**config.mk**
```make
export PLATFORM = sky130hd
export DESIGN_NAME = can_btr_ctrl
export DESIGN_NICKNAME = d
export VERILOG_FILES = /design/src/rtl/can_defs_pkg.sv /design/src/rtl/can_btr_ctrl_run_cnt.sv /design/src/rtl/can_btr_ctrl.sv
export SDC_FILE = /design/constraint.sdc
export NUM_CORES = 1
export LEC_CHECK = 0
export ABC_AREA = 0
export ABC_CLOCK_PERIOD_IN_PS = 6200
export CELL_PAD_IN_SITES_DETAIL_PLACEMENT = 1
export CELL_PAD_IN_SITES_GLOBAL_PLACEMENT = 1
export CORE_MARGIN = 5
export CORE_UTILIZATION = 45
export DETAILED_ROUTE_END_ITERATION = 8
export GPL_TIMING_DRIVEN = 0
export PLACE_DENSITY_LB_ADDON = 0.1
export SLEW_MARGIN = 20
export SYNTH_ARGS = -nofsm -noshare
export SYNTH_HDL_FRONTEND = slang
export SYNTH_HIERARCHICAL = 1
export SYNTH_SLANG_ARGS = --single-unit
```
**constraint.sdc**
```tcl
create_clock -name clk -period 6.2 [get_ports clk]
set_clock_uncertainty 0.15 [all_clocks]
set_input_delay 0.62 -clock clk [delete_from_list [all_inputs] [get_ports clk]]
set_output_delay 0.62 -clock clk [all_outputs]
set_load 0.02 [all_outputs]
```
**src/rtl/can_defs_pkg.sv**
```systemverilog
`default_nettype none
// +----------------------------------------------------------------------------+
// | can_defs : shared CAN timing types, FSM encoding and bus-on constants       |
// | Rev 1.0                                                                    |
// +----------------------------------------------------------------------------+
package can_defs;

    localparam int CAN_INTEG_BITS    = 11;
    localparam int CAN_RECOVERY_SEQS = 128;

    typedef struct packed {
        logic [3:0] tseg1;
        logic [2:0] tseg2;
        logic [1:0] sjw;
        logic [5:0] baud_prescaler;
    } type_reg2tim_s;

    typedef enum logic [1:0] {
        ST_RESET_MODE      = 2'd0,
        ST_INTEGRATE       = 2'd1,
        ST_ACTIVE          = 2'd2,
        ST_BUS_OFF_RECOVER = 2'd3
    } type_btr_state_e;

    // sjw is zero-extended so every comparison is unsigned at field width
    function automatic logic btr_cfg_valid(input type_reg2tim_s c);
        return (c.tseg1 != 4'd0) && (c.tseg2 != 3'd0) &&
               ({1'b0, c.sjw} < c.tseg2) && ({2'b00, c.sjw} <= c.tseg1);
    endfunction

endpackage
`default_nettype wire

```
**src/rtl/can_btr_ctrl_run_cnt.sv**
```systemverilog
`default_nettype none
// +----------------------------------------------------------------------------+
// | can_recessive_run_cnt : counts consecutive recessive samples, pulses at N   |
// | Rev 1.0                                                                    |
// +----------------------------------------------------------------------------+
module can_recessive_run_cnt
    import can_defs::*;
#(
    parameter int INTEG_BITS = CAN_INTEG_BITS
) (
    input  logic clk,
    input  logic rst_n,
    input  logic sample_i,
    input  logic bit_i,
    input  logic clr_i,
    output logic run_done_o
);

    localparam int            CW   = $clog2(INTEG_BITS + 1);
    localparam logic [CW-1:0] LAST = CW'(INTEG_BITS - 1);
    localparam logic [CW-1:0] ONE  = CW'(1);

    logic [CW-1:0] run_cnt_q;
    logic [CW-1:0] run_cnt_d;

    // The counter restarts after each completed run so back-to-back runs count
    always_comb begin
        run_cnt_d  = run_cnt_q;
        run_done_o = 1'b0;
        if (clr_i) begin
            run_cnt_d = '0;
        end else if (sample_i) begin
            if (!bit_i) begin
                run_cnt_d = '0;
            end else if (run_cnt_q >= LAST) begin
                run_cnt_d  = '0;
                run_done_o = 1'b1;
            end else begin
                run_cnt_d = run_cnt_q + ONE;
            end
        end
    end

    always_ff @(posedge clk or negedge rst_n) begin
        if (!rst_n) begin
            run_cnt_q <= '0;
        end else begin
            run_cnt_q <= run_cnt_d;
        end
    end

endmodule
`default_nettype wire

```
**src/rtl/can_btr_ctrl.sv**
```systemverilog
`default_nettype none
// +----------------------------------------------------------------------------+
// | can_btr_ctrl : bit-timing shadow/commit and bus-on/bus-off recovery control |
// | Rev 1.0                                                                    |
// +----------------------------------------------------------------------------+
module can_btr_ctrl
    import can_defs::*;
#(
    parameter int         INTEG_BITS    = CAN_INTEG_BITS,
    parameter int         RECOVERY_SEQS = CAN_RECOVERY_SEQS,
    parameter logic [3:0] RST_TSEG1     = 4'd5,
    parameter logic [2:0] RST_TSEG2     = 3'd2,
    parameter logic [1:0] RST_SJW       = 2'd0,
    parameter logic [5:0] RST_BRP       = 6'd4
) (
    input  logic          clk,
    input  logic          rst_n,
    input  logic          cfg_wr_i,
    input  type_reg2tim_s cfg_i,
    input  logic          reset_mode_i,
    input  logic          bus_off_i,
    input  logic          rx_idle_i,
    input  logic          transmitting_i,
    input  logic          sample_point_i,
    input  logic          sampled_bit_i,
    output type_reg2tim_s reg2tim_o,
    output logic          cfg_pending_o,
    output logic          cfg_err_o,
    output logic          bus_on_o,
    output logic          recovered_o,
    output logic [1:0]    state_o
);

    localparam int            SW       = $clog2(RECOVERY_SEQS + 1);
    localparam logic [SW-1:0] SEQ_LAST = SW'(RECOVERY_SEQS - 1);
    localparam logic [SW-1:0] SEQ_MAX  = SW'(RECOVERY_SEQS);
    localparam logic [SW-1:0] SEQ_ONE  = SW'(1);
    localparam type_reg2tim_s RST_CFG  = {RST_TSEG1, RST_TSEG2, RST_SJW, RST_BRP};

    type_btr_state_e state_q;
    type_reg2tim_s   shadow_q, shadow_d;
    type_reg2tim_s   active_q, active_d;
    logic            pending_q, pending_d;
    logic            cfg_err_q;
    logic            bus_on_q;
    logic            recovered_q;
    logic [SW-1:0]   seq_cnt_q;

    logic w_wr_ok;
    logic w_commit;
    logic w_run_clr;
    logic w_run_done;

    assign w_wr_ok   = cfg_wr_i & btr_cfg_valid(cfg_i);
    // Reset mode is always a safe point; otherwise only an idle, non-driving sample point
    assign w_commit  = pending_q & ((state_q == ST_RESET_MODE) | reset_mode_i |
                                    (sample_point_i & rx_idle_i & ~transmitting_i));
    assign w_run_clr = reset_mode_i |
                       ~((state_q == ST_INTEGRATE) | (state_q == ST_BUS_OFF_RECOVER));

    can_recessive_run_cnt #(
        .INTEG_BITS (INTEG_BITS)
    ) u_run_cnt (
        .clk        (clk),
        .rst_n      (rst_n),
        .sample_i   (sample_point_i),
        .bit_i      (sampled_bit_i),
        .clr_i      (w_run_clr),
        .run_done_o (w_run_done)
    );

    // A write landing on the commit cycle goes to the shadow; the old shadow commits
    always_comb begin
        shadow_d  = shadow_q;
        active_d  = active_q;
        pending_d = pending_q;
        if (w_commit) begin
            active_d  = shadow_q;
            pending_d = 1'b0;
        end
        if (w_wr_ok) begin
            shadow_d = cfg_i;
            if (state_q == ST_RESET_MODE) begin
                active_d  = cfg_i;
                pending_d = 1'b0;
            end else begin
                pending_d = 1'b1;
            end
        end
    end

    always_ff @(posedge clk or negedge rst_n) begin
        if (!rst_n) begin
            shadow_q  <= RST_CFG;
            active_q  <= RST_CFG;
            pending_q <= 1'b0;
            cfg_err_q <= 1'b0;
        end else begin
            shadow_q  <= shadow_d;
            active_q  <= active_d;
            pending_q <= pending_d;
            cfg_err_q <= cfg_wr_i & ~w_wr_ok;
        end
    end

    always_ff @(posedge clk or negedge rst_n) begin
        if (!rst_n) begin
            state_q     <= ST_RESET_MODE;
            bus_on_q    <= 1'b0;
            recovered_q <= 1'b0;
            seq_cnt_q   <= '0;
        end else begin
            recovered_q <= 1'b0;
            if (reset_mode_i) begin
                state_q   <= ST_RESET_MODE;
                bus_on_q  <= 1'b0;
                seq_cnt_q <= '0;
            end else begin
                case (state_q)
                    ST_RESET_MODE: begin
                        state_q   <= ST_INTEGRATE;
                        seq_cnt_q <= '0;
                    end
                    ST_INTEGRATE: begin
                        if (w_run_done) begin
                            state_q  <= ST_ACTIVE;
                            bus_on_q <= 1'b1;
                        end
                    end
                    ST_ACTIVE: begin
                        if (bus_off_i) begin
                            state_q   <= ST_BUS_OFF_RECOVER;
                            bus_on_q  <= 1'b0;
                            seq_cnt_q <= '0;
                        end
                    end
                    ST_BUS_OFF_RECOVER: begin
                        if (w_run_done) begin
                            if (seq_cnt_q >= SEQ_LAST) begin
                                seq_cnt_q   <= SEQ_MAX;
                                state_q     <= ST_ACTIVE;
                                bus_on_q    <= 1'b1;
                                recovered_q <= 1'b1;
                            end else begin
                                seq_cnt_q <= seq_cnt_q + SEQ_ONE;
                            end
                        end
                    end
                    default: state_q <= ST_RESET_MODE;
                endcase
            end
        end
    end

    assign reg2tim_o     = active_q;
    assign cfg_pending_o = pending_q;
    assign cfg_err_o     = cfg_err_q;
    assign bus_on_o      = bus_on_q;
    assign recovered_o   = recovered_q;
    assign state_o       = state_q;

endmodule
`default_nettype wire

```
==> impl_results.md <==
* Kind of capture point of the worst setup path: flip-flop
* Req. time, crit path at 6250 ps
* Fin. Hold Viols at 0
* Post-Syn Nets at 228
* Max-slew violation count at 0
* End-of-flow core utilization at 57.3%
* Clock buffers created by TritonCTS at 5
* Number of iterations in the first detailed-routing pass at 4
* EDFF count, synth at 0
* Vias in the first global route at 1928
* Synth Cell Area at 0.00247 mm^2
* Number of I/O pins at 45
* Number of buffers inserted by post-CTS setup repair at 0
* Clock group share of total power at 25.4%
* Sequential Area at 0.00121 mm^2
* Detailed-placement wirelength estimate at 4020 um
* RSZ-0062 raised after global routing: false
* Worst path arrival time at 2950 ps
* Buffers on Ports at 43
* Critical path startpoint category: input port
* Relative contribution of sequential cells to total power at 44.5%
* Top fanout value on the critical path at 10
* Cell Pwr Density at 297 mW/mm^2
* Ordered cell list for the critical path: clkdlybuf4s50_1, and3b_1, o31ai_2, buf_4, mux2_2, mux2_2
* Master cell of the clock root buffer: clkbuf_8
* Maximum clock path buffer count at 2
* CTS tree: built
* Flip-flop cell with the highest count after synthesis: dfrtp_1
* Share of the synthesized area in the top cell type at 40.6%
* Count of cells resized by post-cts repair at 0
* Switching component of the power at 263 uW
* Cell types with the highest counts after synthesis: dfrtp_1, mux2_2, nor2_1
* Critical Path Max Stage Delay at 560 ps
* Worst Slack Setup Final at 3290 ps
* Total number of nets in the final design at 278
* FILL cells at 580
* Cells taking the most area after synthesis: dfrtp_1, mux2_2, dfstp_2
* Width of the die at 84.0 um
* Internal Dissipation at 656 uW
* Post-synthesis sequential area ratio at 49.1%
* Proportion of layout cells with a drive suffix above 1 at 26.9%
* Number of clock sinks at 48
* Maximum clock frequency at 344 MHz
* Place WS at 2970 ps
* Maximum Capacitance Violations at 0
* Total global-route track usage at 17.1%
* Number of vias per cell after detailed routing at 5.48
* Overflow after GRT at 0
* Total vias in the final route at 1759
* H-tree levels at 2
* Sw Share at 28.6%
* YS warnings at 6
* Row Count at 27
* Largest net degree at the start of global routing at 49
* Initial detailed-routing violation count at 41
* Floorplan core area at 0.00541 mm^2
* Count of mapped cells out of synthesis at 198
* Transition time at the pin with the least slew margin at 813 ps
* Skew-Pair Late Insertion Delay at 310 ps
* Die Area at 0.00706 mm^2
* Multi-input combinational cell area at 0.00116 mm^2
* Async S/R FF share, synth at 100%
* Worst relative slew slack at 45.0%
* Cell leakage power at 0.00135 uW
* Wire length reported by the detailed router at 5670 um
* Clock transition at the registers of the reported paths at 90 ps
* Layout area overhead at 25.5%
* Global-route wire length before repair at 9750 um
* Result of the run: finished clean
* Effective utilization at floorplan at 45.6%
* CP Class: in -> reg
* Combinational fraction of design power at 30.0%
* Yosys cell types at 54
* Seq cells post-synth at 48
* Antenna violations before repair at 0
* Hold crit path type: in -> async
* Worst VDD drop at 0.168 mV
* Routed wire length per instance at 17.7 um
* Die height at 84.0 um
* Final critical delay including setup and external delays at 2910 ps
* Number of routed nets with antenna violations at 0
* Cell type with the highest occurrence count on the critical path: mux2_2
* Slowest stage cell, crit path: clkdlybuf4s50_1
* Final weighted congestion in routability-driven placement at 0.782
* Synthesized area per cell at 12.5 um^2
* Top cell type by total area after synthesis: dfrtp_1
* Final clock period utilization by the worst path at 46.9%
* Most numerous cell in the Yosys netlist: dfrtp_1
* Total Negative Setup Slacks at 0 ps
* Count of hold-fix buffers inserted at cts at 0
* Setup-violating endpoint count in the final report at 0
* Number of antenna cells inserted at 0
* Drt drc at 0
cells by family after synthesis:
family / Yosys count / synth area share, %
flops: 48 / 49.1
mux: 46 / 22.0
buf+inv: 15 / 3.75
compound gates: 35 / 10.6
simple gates: 48 / 11.6
fa+ha+maj: 6 / 3.04
metal layers:
metal,wire (um),global-route usage (%),part of all wire (%),vias up
met3,176,4.15,3.1,7
met2,2790,28.6,49,27
li1,-,-,-,833
met5,0,0,0,-
met1,2620,21.9,46,892
met4,78,4.82,1.4,0
placed cells by master, fill, tap and decap left out, drive strengths merged, types with 3 or more instances in the layout:
master	n
nand3	3
ha	6
buf	6
o21ai	8
a21oi	5
dfrtp	40
inv	8
o31ai	3
nor2b	4
mux2i	8
clkbuf	7
mux2	38
nand2	10
dfstp	8
a22o	3
a31oi	3
nor4b	3
clkdlybuf4s50	42
nor2	10
area by class of cell:
type	count	share of cell area (%)
sequential	48	39.1
multi-input combinational	135	37.6
timing repair buffer	43	13.8
tap	72	2.91
clock buffer	5	2.22
buffer	7	2.02
clock inverter	3	1.37
inverter	8	0.970
power groups by stage:
stage                     clock [uW]  sequential (uW)  combinational [uW]
after floorplan                    0              456                 115
after global placement             0              414                 273
after detailed placement           0              416                 279
after CTS                        239              411                 281
after global routing             252              418                 296
final                            234              409                 276
through the flow:
stage / instance area (um^2) / hold slack, ps / total power, uW / cells
after global placement: 2990 / 338 / 686 / 313
final: 3100 / 172 / 919 / 321
after CTS: 3100 / 190 / 931 / 321
after detailed placement: 2980 / 346 / 696 / 313
after global routing: 3100 / 209 / 966 / 321
after floorplan: 2470 / 174 / 571 / 198
path summary, 6_finish.rpt:
| path | start | end | slack, ps | depth (start not counted) |
|---|---|---|---|---|
| setup / recovery | sample_point_i | reg2tim_o[8] | 3290 | 6 |
| hold / removal | rst_n | u_run_cnt/run_cnt_q[1] | 170 | 1 |
| setup reg to reg | state_o[0] | seq_cnt_q[2] | 3460 | 7 |
| hold reg to reg | shadow_q[7] | shadow_q[7] | 360 | 1 |
| max in group asynchronous | rst_n | shadow_q[10] | 5320 | 1 |
| min in group clk | shadow_q[7] | shadow_q[7] | 360 | 1 |
state kept, by name, summed over array words and instances, names as in the netlist:
| name | flops |
|---|---|
| bus_on_o | 1 |
| cfg_err_o | 1 |
| cfg_pending_o | 1 |
| recovered_o | 1 |
| reg2tim_o | 15 |
| seq_cnt_q | 8 |
| shadow_q | 15 |
| state_o | 2 |
| u_run_cnt/run_cnt_q | 4 |
worst max-delay path, delay by kind of cell:
| kind | cells | cell delay [ps] |
|---|---|---|
| buf+inv | 2 | 890 |
| compound gates | 1 | 550 |
| mux | 2 | 610 |
| simple gates | 1 | 280 |
No activity file was read; power rests on OpenSTA's default activity.
